### src/rtl/score_level_grader.sv
// Song score accumulator with a sequential grader: sums per-note timing errors,
// then compares the frozen score against an ascending threshold table, one entry per cycle.
module score_level_grader #(
    parameter int SCORE_W = 32,
    parameter int ERR_W   = 16,
    parameter int N_THRESH = 3,
    parameter logic [N_THRESH*SCORE_W-1:0] THRESHOLDS =
        {32'd1000000000, 32'd700000000, 32'd100000000},
    parameter int CODE_W = 5,
    parameter logic [(N_THRESH+1)*4*CODE_W-1:0] LEVEL_CODES = '0,
    parameter logic [CODE_W-1:0] BLANK_CODE = '0,
    localparam int LVL_W = $clog2(N_THRESH+1)
) (
    input  logic               clk_i,
    input  logic               rst_i,
    input  logic               clear_i,
    input  logic               err_valid_i,
    input  logic [ERR_W-1:0]   err_i,
    input  logic               finish_i,
    output logic               busy_o,
    output logic               done_o,
    output logic [SCORE_W-1:0] score_o,
    output logic               saturated_o,
    output logic [LVL_W-1:0]   level_o,
    output logic [CODE_W-1:0]  p0_o,
    output logic [CODE_W-1:0]  p1_o,
    output logic [CODE_W-1:0]  p2_o,
    output logic [CODE_W-1:0]  p3_o
);

    localparam int IDX_W = (N_THRESH > 1) ? $clog2(N_THRESH) : 1;
    // One spare bit above the wider operand so the carry out is never lost.
    localparam int SUM_W = ((ERR_W > SCORE_W) ? ERR_W : SCORE_W) + 1;
    localparam logic [SUM_W-1:0] SUM_MAX = {{(SUM_W-SCORE_W){1'b0}}, {SCORE_W{1'b1}}};

    typedef enum logic [1:0] {S_RUN, S_GRADE, S_HOLD} state_t;

    state_t              state_q;
    logic [SCORE_W-1:0]  score_q;
    logic                sat_q;
    logic [LVL_W-1:0]    level_q;
    logic [IDX_W-1:0]    idx_q;
    logic                busy_q;
    logic                done_q;
    logic [4*CODE_W-1:0] digits_q;

    logic [SCORE_W-1:0]  thr [N_THRESH];
    logic [4*CODE_W-1:0] codes [N_THRESH+1];

    genvar gi;
    generate
        for (gi = 0; gi < N_THRESH; gi++) begin : g_thr
            assign thr[gi] = THRESHOLDS[gi*SCORE_W +: SCORE_W];
        end
        for (gi = 0; gi < N_THRESH+1; gi++) begin : g_codes
            assign codes[gi] = LEVEL_CODES[gi*4*CODE_W +: 4*CODE_W];
        end
    endgenerate

    logic [SUM_W-1:0]    sum_d;
    logic                clip_d;
    logic [SCORE_W-1:0]  acc_d;
    logic [SCORE_W-1:0]  thr_sel_d;
    logic [LVL_W-1:0]    level_d;
    logic [4*CODE_W-1:0] code_sel_d;
    logic                last_d;

    always_comb begin
        sum_d  = SUM_W'(score_q) + SUM_W'(err_i);
        clip_d = sum_d > SUM_MAX;
        acc_d  = clip_d ? {SCORE_W{1'b1}} : sum_d[SCORE_W-1:0];

        thr_sel_d = '0;
        for (int k = 0; k < N_THRESH; k++) begin
            if (idx_q == IDX_W'(k)) thr_sel_d = thr[k];
        end
        level_d = level_q + LVL_W'(score_q > thr_sel_d);
        last_d  = (idx_q == IDX_W'(N_THRESH-1));

        // Digits latched on the last compare must use the level including that compare.
        code_sel_d = '0;
        for (int k = 0; k < N_THRESH+1; k++) begin
            if (level_d == LVL_W'(k)) code_sel_d = codes[k];
        end
    end

    always_ff @(posedge clk_i or posedge rst_i) begin
        if (rst_i) begin
            state_q  <= S_RUN;
            score_q  <= '0;
            sat_q    <= 1'b0;
            level_q  <= '0;
            idx_q    <= '0;
            busy_q   <= 1'b0;
            done_q   <= 1'b0;
            digits_q <= {4{BLANK_CODE}};
        end else if (clear_i) begin
            state_q  <= S_RUN;
            score_q  <= '0;
            sat_q    <= 1'b0;
            level_q  <= '0;
            idx_q    <= '0;
            busy_q   <= 1'b0;
            done_q   <= 1'b0;
            digits_q <= {4{BLANK_CODE}};
        end else begin
            case (state_q)
                S_RUN: begin
                    if (err_valid_i) begin
                        score_q <= acc_d;
                        if (clip_d) sat_q <= 1'b1;
                    end
                    if (finish_i) begin
                        state_q <= S_GRADE;
                        level_q <= '0;
                        idx_q   <= '0;
                        busy_q  <= 1'b1;
                    end
                end
                S_GRADE: begin
                    level_q <= level_d;
                    idx_q   <= idx_q + IDX_W'(1);
                    if (last_d) begin
                        state_q  <= S_HOLD;
                        busy_q   <= 1'b0;
                        done_q   <= 1'b1;
                        digits_q <= code_sel_d;
                    end
                end
                S_HOLD: begin
                    done_q <= 1'b0;
                end
                default: begin
                    state_q <= S_RUN;
                end
            endcase
        end
    end

    assign busy_o      = busy_q;
    assign done_o      = done_q;
    assign score_o     = score_q;
    assign saturated_o = sat_q;
    assign level_o     = level_q;
    assign p0_o        = digits_q[0*CODE_W +: CODE_W];
    assign p1_o        = digits_q[1*CODE_W +: CODE_W];
    assign p2_o        = digits_q[2*CODE_W +: CODE_W];
    assign p3_o        = digits_q[3*CODE_W +: CODE_W];

endmodule

### config.mk
export PLATFORM = sky130hd
export DESIGN_NAME = score_level_grader
export DESIGN_NICKNAME = d
export VERILOG_FILES = /design/src/rtl/score_level_grader.sv
export SDC_FILE = /design/constraint.sdc
export NUM_CORES = 1
export LEC_CHECK = 0
export CAP_MARGIN = 20
export CORE_ASPECT_RATIO = 1.4
export CORE_MARGIN = 1.5
export CORE_UTILIZATION = 45
export CTS_CLUSTER_DIAMETER = 200
export DETAILED_ROUTE_END_ITERATION = 8
export MAX_ROUTING_LAYER = met4
export PLACE_DENSITY = 0.74
export SLEW_MARGIN = 25
export SYNTH_ARGS = -nofsm -noshare
export SYNTH_HDL_FRONTEND = slang
export SYNTH_SLANG_ARGS = --single-unit
### constraint.sdc
create_clock -name clk_i -period 2.7 [get_ports clk_i]
set_input_delay 0.81 -clock clk_i [delete_from_list [all_inputs] [get_ports clk_i]]
set_output_delay 0.81 -clock clk_i [all_outputs]
set_load 0.01 [all_outputs]
* Yosys cells after proc, flatten, opt, wreduce, memory -nomap -nowiden
Index checks and enable logic that the tools add are counted.
** Word-level totals
- Register bits after elaboration :: 61
- Bits of input ports :: 21
- Output and inout bits :: 57
- Word-level logic and storage cells :: 66
** Cells by class
- Add/sub/neg operators :: 3
- Magnitude comparators :: 2
- Equal/unequal tests :: 7
- Multiplexer cells :: 30
- Reductions and logical operators :: 16
** Operators with widths (count)
- two-way mux 32 bit :: 6
- two-way mux 20 bit :: 3
- adder 32 x 16 -> 33 bit :: 1
- > comparator 33 x 32 -> 1 bit, second input constant :: 1
- > comparator 32 bit :: 1
- two-way mux 27 bit :: 1
- two-way mux 2 bit :: 6
- nonzero test 2 bit :: 5
- two-way mux 1 bit :: 9
- AND reduction 3 bit :: 3
- case mux 2 bit (2 select lines) :: 2
- AND reduction 2 bit :: 4
- inequality test 3 bit, second input constant :: 2
- case mux 2 bit (3 select lines) :: 1
- nonzero test 3 bit :: 2
- equality test 2 x 1 -> 1 bit, second input constant :: 2
- equality test 2 bit, second input constant :: 2
- zero test 2 bit :: 2
- case mux 1 bit (2 select lines) :: 2
- adder 2 x 1 -> 2 bit :: 1
- adder 2 x 1 -> 2 bit, second input constant :: 1
- inequality test 2 bit, second input constant :: 1

* Depth between registers and ports, before layout
Gate-level depths: netlist (run 1).
- Depth after elaboration :: 8
- Depth in mapped cells :: 17
- Mapped depth without buffers :: 17

* Worst setup path after synthesis (run 1)
No wires, ideal clock.
- Path kind :: input port to flip-flop
- Start :: input err_i[0]
- End :: register score_q[0], in the netlist score_o[0]
- Library setup time :: 77 ps
- Arrival time :: 2804 ps
- Data required time :: 2623 ps
- Setup slack :: -181 ps
- Stages on the path :: 12
- Buffers on the path :: 2
- Path through :: ha_1 -> inv_1 -> fa_1 -> nand2b_1 -> a21oi_2 -> o211ai_1 -> a21o_1 -> nand2_2 -> or3b_1 -> buf_2 -> buf_6 -> o21ai_2
** Between the ends
- Longest elaborated chain between the ends :: 6
** Ends and longest elaborated chain
- start: declaration :: RTL line 18 : input logic [ERR_W-1:0] err_i,
- adder 32 x 16 -> 33 bit * :: RTL line 69 : sum_d = SUM_W'(score_q) + SUM_W'(err_i);
- > comparator 33 x 32 -> 1 bit :: RTL line 70 : clip_d = sum_d > SUM_MAX;
- two-way mux 32 bit * :: RTL line 71 : acc_d = clip_d ? {SCORE_W{1'b1}} : sum_d[SCORE_W-1:0];
- two-way mux 32 bit * :: RTL line 109 : if (err_valid_i) begin
- two-way mux 32 bit * :: RTL line 107 : case (state_q)
- two-way mux 32 bit * :: RTL line 97 : end else if (clear_i) begin
- end signal: assignment :: RTL line 90 : score_q <= '0;
- end signal: assignment :: RTL line 99 : score_q <= '0;
- end signal: assignment :: RTL line 110 : score_q <= acc_d;
- end: declaration :: RTL line 39 : logic [SCORE_W-1:0] score_q;
Every way passes the cells marked *; elsewhere a longest branch is shown, timed or not. The select of a mux whose other input is x is not followed.
A chain may end at the register's enable or synchronous reset.

* Worst setup path in the final report (run 1)
- Start :: register idx_q[0]
- End :: register level_q[1], in the netlist level_o[1]
** Between the ends
- Longest elaborated chain between the ends :: 8
- Elaborated cells between the ends (all ways) :: 10
- Classes of those cells :: add/sub: 1; order compare: 1; eq/ne: 2; mux: 5; reduce/logical: 1
** Ends and longest elaborated chain
- start: declaration :: RTL line 42 : logic [IDX_W-1:0] idx_q;
- start signal: assignment :: RTL line 122 : idx_q <= idx_q + IDX_W'(1);
- zero test 2 bit :: RTL line 75 : if (idx_q == IDX_W'(k)) thr_sel_d = thr[k];
- two-way mux 27 bit :: RTL line 75
- two-way mux 32 bit :: RTL line 75
- two-way mux 32 bit * :: RTL line 75
- > comparator 32 bit * :: RTL line 77 : level_d = level_q + LVL_W'(score_q > thr_sel_d);
- adder 2 x 1 -> 2 bit * :: RTL line 77
- case mux 2 bit (2 select lines) * :: RTL line 107
- two-way mux 2 bit * :: RTL line 97
- end signal: assignment :: RTL line 121 : level_q <= level_d;
- end: declaration :: RTL line 41 : logic [LVL_W-1:0] level_q;
Every way passes the cells marked *; elsewhere a longest branch is shown, timed or not.

==> results of run 1 <==
-- kinds of logic (layout without fill, tap and decap cells) --
family,Yosys count,in the layout
DFF,41,41
buffers and inverters,56,178
AOI/OAI and AO/OA,126,126
muxes,10,10
other,1,20
xor gates and xnor gates,27,27
adders and majority gates,44,44
and+or+nand+nor,104,107
-- worst max-delay path: cells and delay by family (launching register included) --
kind	cells	cell delay, ps
AND/OR/NAND/NOR	2	350
AO/OA/AOI/OAI	6	850
flip-flops	1	420
adder cells (fa/ha/maj)	3	490
buffers and inverters	5	610
-- repair_timing --
item                                    4_1_cts  5_1_grt
hold buffers                                  0        0
cloned                                        3        0
endpoints found under the setup margin       35       35
pin swaps                                    20       48
setup buffers                                 5        8
resized for setup                            54       77
-- placed cells by master (no fill, tap or decap), types with 13 or more instances in the layout --
cell             netlist  final
xor2_1                14     14
ha_1                  43     18
nor2_1                21     19
o21ai_0               34     15
inv_1                 22     16
buf_4                 22     85
o21ai_2               10     21
clkdlybuf4s50_1        0     45
xnor2_1               13     13
conb_1                 1     20
dfrtp_1               41     41
nand2_1               18     18
ha_4                   0     23
a21oi_1               30     22
-- worst max-delay path by stage --
stage             start     endpoint  slack (ps)  depth (start not counted)
2_1_floorplan  err_i[0]   score_o[0]         -50                         12
3_3_place_gp   err_i[0]  score_o[10]        -620                         11
3_5_place_dp   err_i[0]  score_o[16]        -720                         11
4_1_cts        idx_q[0]   level_o[1]         -80                         17
5_1_grt        idx_q[0]   level_o[1]        -260                         16
6_report       idx_q[0]   level_o[1]        -130                         16
-- flip-flops by register name (all words and copies together), names as in the netlist --
name and count:
busy_o 1, saturated_o 1, score_o 32, idx_q 2, done_o 1, state_q 2
level_o 2
-- per-layer routing --
metal | part of all wire (%) | track usage (%) | vias to the layer above | routed length [um]
li1 | - | - | 1748 | -
met1 | 38 | 30.03 | 1808 | 4598
met2 | 52 | 47.97 | 176 | 6345
met3 | 4.9 | 2.343 | 54 | 593
met4 | 5.2 | 18.24 | 0 | 629
met5 | 0 | - | - | 0
-- final cells by class --
| cell class | instances | area [um2] |
|---|---|---|
| Clock buffer | 7 | 86.33 |
| Clock inverter | 1 | 30.03 |
| Fill cell | 539 | 2210 |
| Inverter | 22 | 87.58 |
| Multi-Input combinational cell | 334 | 2895 |
| Sequential cell | 41 | 1026 |
| Tap cell | 100 | 125.1 |
| Timing Repair Buffer | 148 | 1290 |
-- stage by stage --
| stage | setup slack [ps] | instances |
|---|---|---|
| after floorplan | -48.87 | 428 |
| after global placement | -623.0 | 629 |
| after detailed placement | -723.9 | 629 |
| after CTS | -75.12 | 645 |
| after global routing | -261.0 | 653 |
| final | -133.4 | 653 |
-- power by group through the flow --
stage                     registers [W]  clock network, W  logic, W
after floorplan                0.000706                 0  0.000421
after global placement         0.000711                 0  0.000726
after detailed placement       0.000711                 0  0.000746
after CTS                      0.000703          0.000523  0.000816
after global routing           0.000717          0.000549   0.00101
final                          0.000716          0.000526  0.000940
==> flow_summary.ini, run 1 <==
[status]
outcome = finished with violations
violations = setup timing

[cells_and_area]
fin_nets = 617
syn2layout_area_growth_pct = 54.12
drive_above_1_share_pct = 35.80
antennaDiodeCount = 0
final_util_pct = 71.49
final_cell_area_um2 = 5540

[sta]
min_period_ps = 2833
slew_headroom_pct = 55.00
fin_tns_setup_ps = -195.9
fin_crit_sh_pct = 104.9
rsz0062_at_grt = true
finClkSkew_ps = 19.47
clock.fmax_ghz = 0.3529
tightest_slew_ps = 675.1
setup_viol = 2
postLayoutSetupSlackWorst_ps = -133.4
maxSlewViolCount = 0
hold_violations = 0
fin_hold_ws_ps = 529.6

[global_routing]
grt_pass1_wl_um = 17780
antenna_found_initial = 0
grt_pass1_vias = 3726
grt_max_degree = 42
grt_use_total_pct = 27.64
overflow = 0

[synthesis]
synth_edf_count = 0
synth_top_family_by_area = compound AO/OA/AOI/OAI gates
synth.most_common_cell = ha_1
synth_fa_ha_area_share_pct = 15.52
ys_top_cells_by_area = dfrtp_1 (29%), ha_1 (15%), o21ai_0 (4.7%), buf_4 (4.6%), a21oi_1 (4.2%)
synthMuxAreaShare_pct = 2.785
synth-seq-cells = 41
netlist-cell-type-count = 51
synth_top_cell_area_share_pct = 28.54
synth_compound_area_share_pct = 22.07
yosysWarnings = 0
yosysSeqAreaShare_pct = 28.54
synth_common_cells = ha_1 (43), dfrtp_1 (41), o21ai_0 (34)
syn_avg_cell_area_um2 = 8.789
async_reset_ff_share_pct = 100.0
synth-simple-area-share_pct = 15.77
synth_xor_area_share_pct = 6.578
synth_top_area_cell = dfrtp_1
syn_inst = 409
syn_area_um2 = 3595
ys.flop_type = dfrtp_1

[min_path]
hold_depth = 2
hp-start = saturated_o
hold_path.class = flop to flop
whs_endpoint = saturated_o

[route]
vias = 3786
detailedRoute.firstPassIterationCount = 4
wire_per_inst_um = 18.63
routed_wl_um = 12170
drc = 0
drt_iter0_drc = 281
antenna_left = 0
vias_per_cell = 5.798

[worst_setup_path]
endpoint_kind = flop
path_common_cell = buf_4
required_ps = 2880
slowest_delay_ps = 420
crit_chain = inv_2 > ha_4 > inv_2 > buf_4 > buf_4 > buf_4 > ha_4 > nor3_1 > a21oi_1 > o21a_1 > o2111ai_1 > a31oi_1 > ha_2 > nor3b_2 > o21ai_1 > a21oi_1
r2r.worst_path.cells = 16
worstPathMaxFanout = 3
crit_type = flop to flop
slowest_stage = dfrtp_1
rr_startpoint = idx_q[0]
rrSetupSlack_ps = -130
r2r-end = level_o[1]
crit_path_start_kind = flop
arrival_ps = 3020

[clock_network]
clk_latency_ps = 310
cts_max_path_buffers = 2
cts_root_buffer = clkbuf_8
htreeDepth = 2
clock-sinks = 41
numCtsBuffers = 5
cts_tree = done
cts.clk_slew.worst_paths_ps = 80

[pwr]
pwr-share-seq_pct = 32.8
power_density_nw_per_um2 = 393.8
internal_power_w = 0.001435
p_sw_w = 0.0007467
switching_share_pct = 34.23
peakVddDrop_mv = 0.2604
power_leakage_nw = 2.483
clockPowerShare_pct = 24.1
power_w = 0.002182
combinationalPowerShare_pct = 43.1

[placed_design]
dpl_cell_area_um2 = 4740
globalplace.congestion = 0.8702
dp.final_hpwl_um = 7798
portBuffers = 57

[floorplan]
die_h_um = 108.8
die_width_um = 78.54
dieArea_um2 = 8541
initial_utilization_pct = 46.38
core_um2 = 7750
rows = 38
ioPinCount = 78

[flow_run]
drv_cap = 0
No activity file was read; power rests on OpenSTA's default activity.
==> run 2, diff against run 1 <==
--- a/config.mk
+++ b/config.mk
@@ -6,13 +6,15 @@
 export NUM_CORES = 1
 export LEC_CHECK = 0
 export CAP_MARGIN = 20
+export CELL_PAD_IN_SITES_DETAIL_PLACEMENT = 1
+export CELL_PAD_IN_SITES_GLOBAL_PLACEMENT = 2
 export CORE_ASPECT_RATIO = 1.4
 export CORE_MARGIN = 1.5
-export CORE_UTILIZATION = 45
+export CORE_UTILIZATION = 28
 export CTS_CLUSTER_DIAMETER = 200
 export DETAILED_ROUTE_END_ITERATION = 8
 export MAX_ROUTING_LAYER = met4
-export PLACE_DENSITY = 0.74
+export PLACE_DENSITY = 0.77
 export SLEW_MARGIN = 25
 export SYNTH_ARGS = -nofsm -noshare
 export SYNTH_HDL_FRONTEND = slang
==> run 2 against run 1 <==
- the run ends with DRC, setup timing left
- clock power grew 15%
- critical path depth unchanged
- fmax increased by 1.4%
- via count fell by 0.74%
- total power up 3.4%
- largest cell class unchanged
==> flow_summary.ini, run 2 (same netlist as run 1, synthesis figures left out) <==
[floorplan]
dieArea_um2 = 13540
die_h_um = 137.1
initial_utilization_pct = 28.92
core_um2 = 12430
die_width_um = 98.76
ioPinCount = 78
rows = 48

[route]
routed_wl_um = 13600
vias = 3758
wire_per_inst_um = 19.32
antenna_left = 0
drc = 2
detailedRoute.firstPassIterationCount = 6
drt_iter0_drc = 91
vias_per_cell = 5.338

[clock_network]
cts_max_path_buffers = 2
clk_latency_ps = 300
htreeDepth = 2
clock-sinks = 41
cts_root_buffer = clkbuf_16
cts_tree = done
cts.clk_slew.worst_paths_ps = 60
cts_hold_buffers = 0
numCtsBuffers = 5

[cells_and_area]
final_cell_area_um2 = 5578
largest_reg_flops = 32
multi_input_comb_area_um2 = 2880
syn2layout_area_growth_pct = 55.17
final.fill_count = 1408
final_util_pct = 44.87
final_cell_mix = buf_4 (89), clkdlybuf4s50_1 (43), dfrtp_1 (40), nor2_1 (21), a21oi_1 (21)
seqCellArea_um2 = 1027
layout_commonest_cell = buf_4
antennaDiodeCount = 0
fin_nets = 618
drive_above_1_share_pct = 35.02

[flow_run]
drv_cap = 0

[pwr]
power_density_nw_per_um2 = 404.6
power_leakage_nw = 2.439
power_w = 0.002257
peakVddDrop_mv = 0.2204

[sta]
min_period_ps = 2793
clock.fmax_ghz = 0.3580
rsz0062_at_grt = true
slew_headroom_pct = 58.62
setup_viol = 1
fin_crit_sh_pct = 103.5
hold_violations = 0
postLayoutSetupSlackWorst_ps = -93.31
fin_hold_ws_ps = 527.6
maxSlewViolCount = 0
finClkSkew_ps = 7.787
tightest_slew_ps = 620.7

[placed_design]
portBuffers = 57
globalplace.congestion = 0.8281
dp.final_hpwl_um = 9810
dpl_cell_area_um2 = 4802

[global_routing]
grt_util_met3_pct = 2.860
met2_usage_pct = 39.43
use_met1_pct = 20.97
antenna_found_initial = 0
busiest_layer = met2
overflow = 0
grt_pass1_wl_um = 21220
grt_use_total_pct = 20.77
grt_pass1_vias = 4134
grt_max_degree = 42

[worst_setup_path]
crit_path_start_kind = flop
required_ps = 2850
arrival_ps = 2940
rrSetupSlack_ps = -90
endpoint_kind = flop
crit_type = flop to flop
worstPathMaxFanout = 4

[min_path]
hold_path.class = flop to flop

[status]
outcome = finished with violations
violations = DRC, setup timing
[run 2: final timing paths]
check                            startpoint          end  cells after the start
worst max-delay path               idx_q[1]   level_o[1]                     16
worst min-delay path            saturated_o  saturated_o                      2
worst max register to register     idx_q[1]   level_o[1]                     16
worst min register to register  saturated_o  saturated_o                      2
max in group asynchronous             rst_i     idx_q[0]                      3
min in group asynchronous             rst_i   level_o[1]                      3
[run 2: per-stage QoR]
| stage | setup WS [ps] | setup TNS, ps | std cells |
|---|---|---|---|
| after detailed placement | -756.6 | -23220 | 679 |
| after global routing | -248.6 | -455.1 | 704 |
| after CTS | -80.38 | -124.9 | 698 |
| after floorplan | -48.87 | -552.9 | 428 |
| final | -93.31 | -93.31 | 704 |
| after global placement | -682.9 | -21680 | 679 |
[run 2: layout make-up]
cell class | instances | share of cell area (%)
multi-input cells | 334 | 51.64
repair buffers | 149 | 22.52
flip-flops and latches | 41 | 18.42
well taps | 150 | 3.365
clock buffers | 6 | 2.310
inverters | 22 | 1.570
clock inverters | 2 | 0.1795
[run 2: critical path, stage by stage, from the launching register on]
cell and delay [ps]:
dfrtp_1 430, inv_2 100, buf_4 140, buf_4 120, ha_1 180, inv_1 100
ha_4 210, o21a_1 100, o21ai_1 110, a21oi_1 80, o21a_1 190, o2111ai_2 190
a31oi_2 160, ha_4 190, nor3b_2 150, o21ai_1 140, a21oi_1 80
[run 2: power breakdown]
part           leakage (nW)  switching, W  internal, W
Sequential            0.559     0.0000700     0.000647
Clock                0.0706      0.000264     0.000340
Combinational          1.81      0.000449     0.000486
[run 2: repair_timing]
item / 4_1_cts / 5_1_grt
gates resized for setup: 77 / 42
endpoints found under the setup margin: 35 / 32
buffers inserted: 9 / 6
pin swaps: 33 / 27
cloned: 3 / 0
[run 2: metal layers]
layer | up-vias | share of wire (%)
li1 | 1763 | -
met1 | 1868 | 38
met2 | 87 | 55
met3 | 40 | 3.0
met4 | 0 | 4.4
met5 | - | 0
==> run 3, diff against run 2 <==
--- a/config.mk
+++ b/config.mk
@@ -5,16 +5,17 @@
 export SDC_FILE = /design/constraint.sdc
 export NUM_CORES = 1
 export LEC_CHECK = 0
+export ABC_AREA = 1
 export CAP_MARGIN = 20
 export CELL_PAD_IN_SITES_DETAIL_PLACEMENT = 1
 export CELL_PAD_IN_SITES_GLOBAL_PLACEMENT = 2
 export CORE_ASPECT_RATIO = 1.4
 export CORE_MARGIN = 1.5
-export CORE_UTILIZATION = 28
+export CORE_UTILIZATION = 26
 export CTS_CLUSTER_DIAMETER = 200
 export DETAILED_ROUTE_END_ITERATION = 8
 export MAX_ROUTING_LAYER = met4
-export PLACE_DENSITY = 0.77
+export PLACE_DENSITY = 0.76
 export SLEW_MARGIN = 25
 export SYNTH_ARGS = -nofsm -noshare
 export SYNTH_HDL_FRONTEND = slang
==> run 3 against run 2 <==
- the run now ends clean
- wire length up 13%
- sequential power about the same
- worst hold slack worse by 42 ps
- critical path type is now input port to flop
==> flow_summary.ini, run 3 <==
[worst_setup_path]
worstSetupEndpoint = score_o[16]
r2r.worst_path.cells = 13
endpoint_kind = flop
required_ps = 2890
r2r-end = level_o[0]
rrSetupSlack_ps = 200
arrival_ps = 2810
crit_path_start_kind = input port
critPathLaunch = err_i[15]
crit_type = input port to flop
worstPathMaxFanout = 5
rr_startpoint = idx_q[0]

[flow_run]
drv_cap = 0

[floorplan]
core_um2 = 15610
dieArea_um2 = 16740
ioPinCount = 78
die_h_um = 152.5
initial_utilization_pct = 26.59
die_width_um = 109.8
rows = 54

[sta]
slew_headroom_pct = 42.25
min_period_ps = 2620
postLayoutSetupSlackWorst_ps = 80.08
finClkSkew_ps = 8.480
maxSlewViolCount = 0
fin_crit_sh_pct = 97.03
tightest_slew_ps = 858.4
clock.fmax_ghz = 0.3817
fin_tns_setup_ps = 0
hold_violations = 0
setup_viol = 0

[pwr]
pwr-share-seq_pct = 31.0
combinationalPowerShare_pct = 41.5
power_leakage_nw = 3.144
p_sw_w = 0.0008930
internal_power_w = 0.001432
power_density_nw_per_um2 = 405.1
switching_share_pct = 38.40
peakVddDrop_mv = 0.2768
clockPowerShare_pct = 27.6
power_w = 0.002325

[cells_and_area]
fin_nets = 792
layout_commonest_cell = nand2_1
antennaDiodeCount = 0
syn2layout_area_growth_pct = 38.32
final_cell_mix = nand2_1 (197), inv_1 (70), buf_4 (52), nand3_1 (50), clkdlybuf4s50_1 (48)
largest_reg_flops = 32
drive_above_1_share_pct = 18.41

[clock_network]
clock-sinks = 41
numCtsBuffers = 5
cts_root_buffer = clkbuf_16
htreeDepth = 2
clk_latency_ps = 300
cts.clk_slew.worst_paths_ps = 70
cts_max_path_buffers = 2
cts_tree = done

[route]
drt_iter0_drc = 97
vias_per_cell = 4.798
vias = 4433
detailedRoute.firstPassIterationCount = 4
routed_wl_um = 15310
antenna_left = 0
wire_per_inst_um = 16.56
drc = 0

[global_routing]
grt_pass1_vias = 4764
met2_usage_pct = 35.91
overflow = 0
grt_use_total_pct = 19.62
grt_util_met3_pct = 1.754
antenna_found_initial = 0
grt_pass1_wl_um = 24410
grt_max_degree = 42
busiest_layer = met2
use_met1_pct = 21.10

[placed_design]
dp.final_hpwl_um = 11800
globalplace.congestion = 0.8254
portBuffers = 57
place_ws_ps = -366.0

[synthesis]
syn_area_um2 = 4150
synth_edf_count = 0
yosysWarnings = 0
synth-seq-cells = 41
syn_inst = 612
synth_top_cell_area_share_pct = 24.72
ys.flop_type = dfrtp_1
yosysSeqAreaShare_pct = 24.72
async_reset_ff_share_pct = 100.0
synth_top_area_cell = dfrtp_1
synth.most_common_cell = nand2_1
syn_avg_cell_area_um2 = 6.781
ys_top_cells_by_area = dfrtp_1 (25%), nand2_1 (18%), ha_1 (13%), inv_1 (6.9%), nand3_1 (6.5%)
synth_common_cells = nand2_1 (202), inv_1 (76), nand3_1 (54)
netlist-cell-type-count = 42

[status]
outcome = finished, final reports clean

[min_path]
hold_path.class = flop to flop
-- run 3: final cells by class --
| cell class | instances | area (um2) |
|---|---|---|
| Fill cell | 1925 | 9867 |
| Inverter | 77 | 289.0 |
| Tap cell | 196 | 245.2 |
| Clock inverter | 3 | 22.52 |
| Timing Repair Buffer | 117 | 1159 |
| Sequential cell | 41 | 1026 |
| Clock buffer | 5 | 125.1 |
| Multi-Input combinational cell | 485 | 2874 |
-- run 3: kinds of logic after synthesis --
logic type,synth area share [%]
compound gates,7.447
xor+xnor,2.532
fa+ha+maj,13.45
buf+inv,11.91
flops,24.72
other cells,0.09036
simple gates,39.86
-- run 3: critical path, cell delays in order --
cell	delay, ps
clkdlybuf4s50_1	520
ha_4	230
a21oi_1	200
o21ai_1	160
o21bai_2	200
nand2_2	100
nand3_4	120
buf_6	140
bufbuf_16	260
nand3_2	70
-- run 3: power by group through the flow --
stage	sequential [W]	clock (W)	combinational, W
3_5_place_dp	0.000723	0	0.000896
4_1_cts	0.000716	0.000661	0.000939
6_report	0.000720	0.000641	0.000965
5_1_grt	0.000728	0.000677	0.00107
2_1_floorplan	0.000723	0	0.000489
3_3_place_gp	0.000720	0	0.000877
-- run 3: worst min path at each step --
stage	from	depth (start not counted)	to
finish	saturated_o	2	saturated_o
global route	saturated_o	2	saturated_o
CTS	saturated_o	2	saturated_o
detailed placement	saturated_o	2	saturated_o
global placement	busy_o	2	busy_o
floorplan	saturated_o	2	saturated_o
-- run 3: through the flow --
step	hold slack, ps	std cells	cell area [um2]	utilization (%)
after CTS	489.6	920	5624	36.04
final	486.0	924	5741	36.78
after detailed placement	473.0	904	5221	33.45
after global routing	541.0	924	5741	36.78
after global placement	488.0	904	5221	33.45
after floorplan	515.6	631	4222	-
-- run 3: timing repair --
action,in CTS,in global routing
setup endpoints to repair,27,24
pin swaps,3,10
setup buffers,4,4
cloned,4,0
gates resized for setup,24,22
hold buffers,0,0
-- run 3: per-layer routing --
metal | share of wire, % | vias up
met1 | 39 | 2158
met5 | 0 | -
li1 | - | 2161
met2 | 55 | 86
met3 | 2.4 | 28
met4 | 3.8 | 0
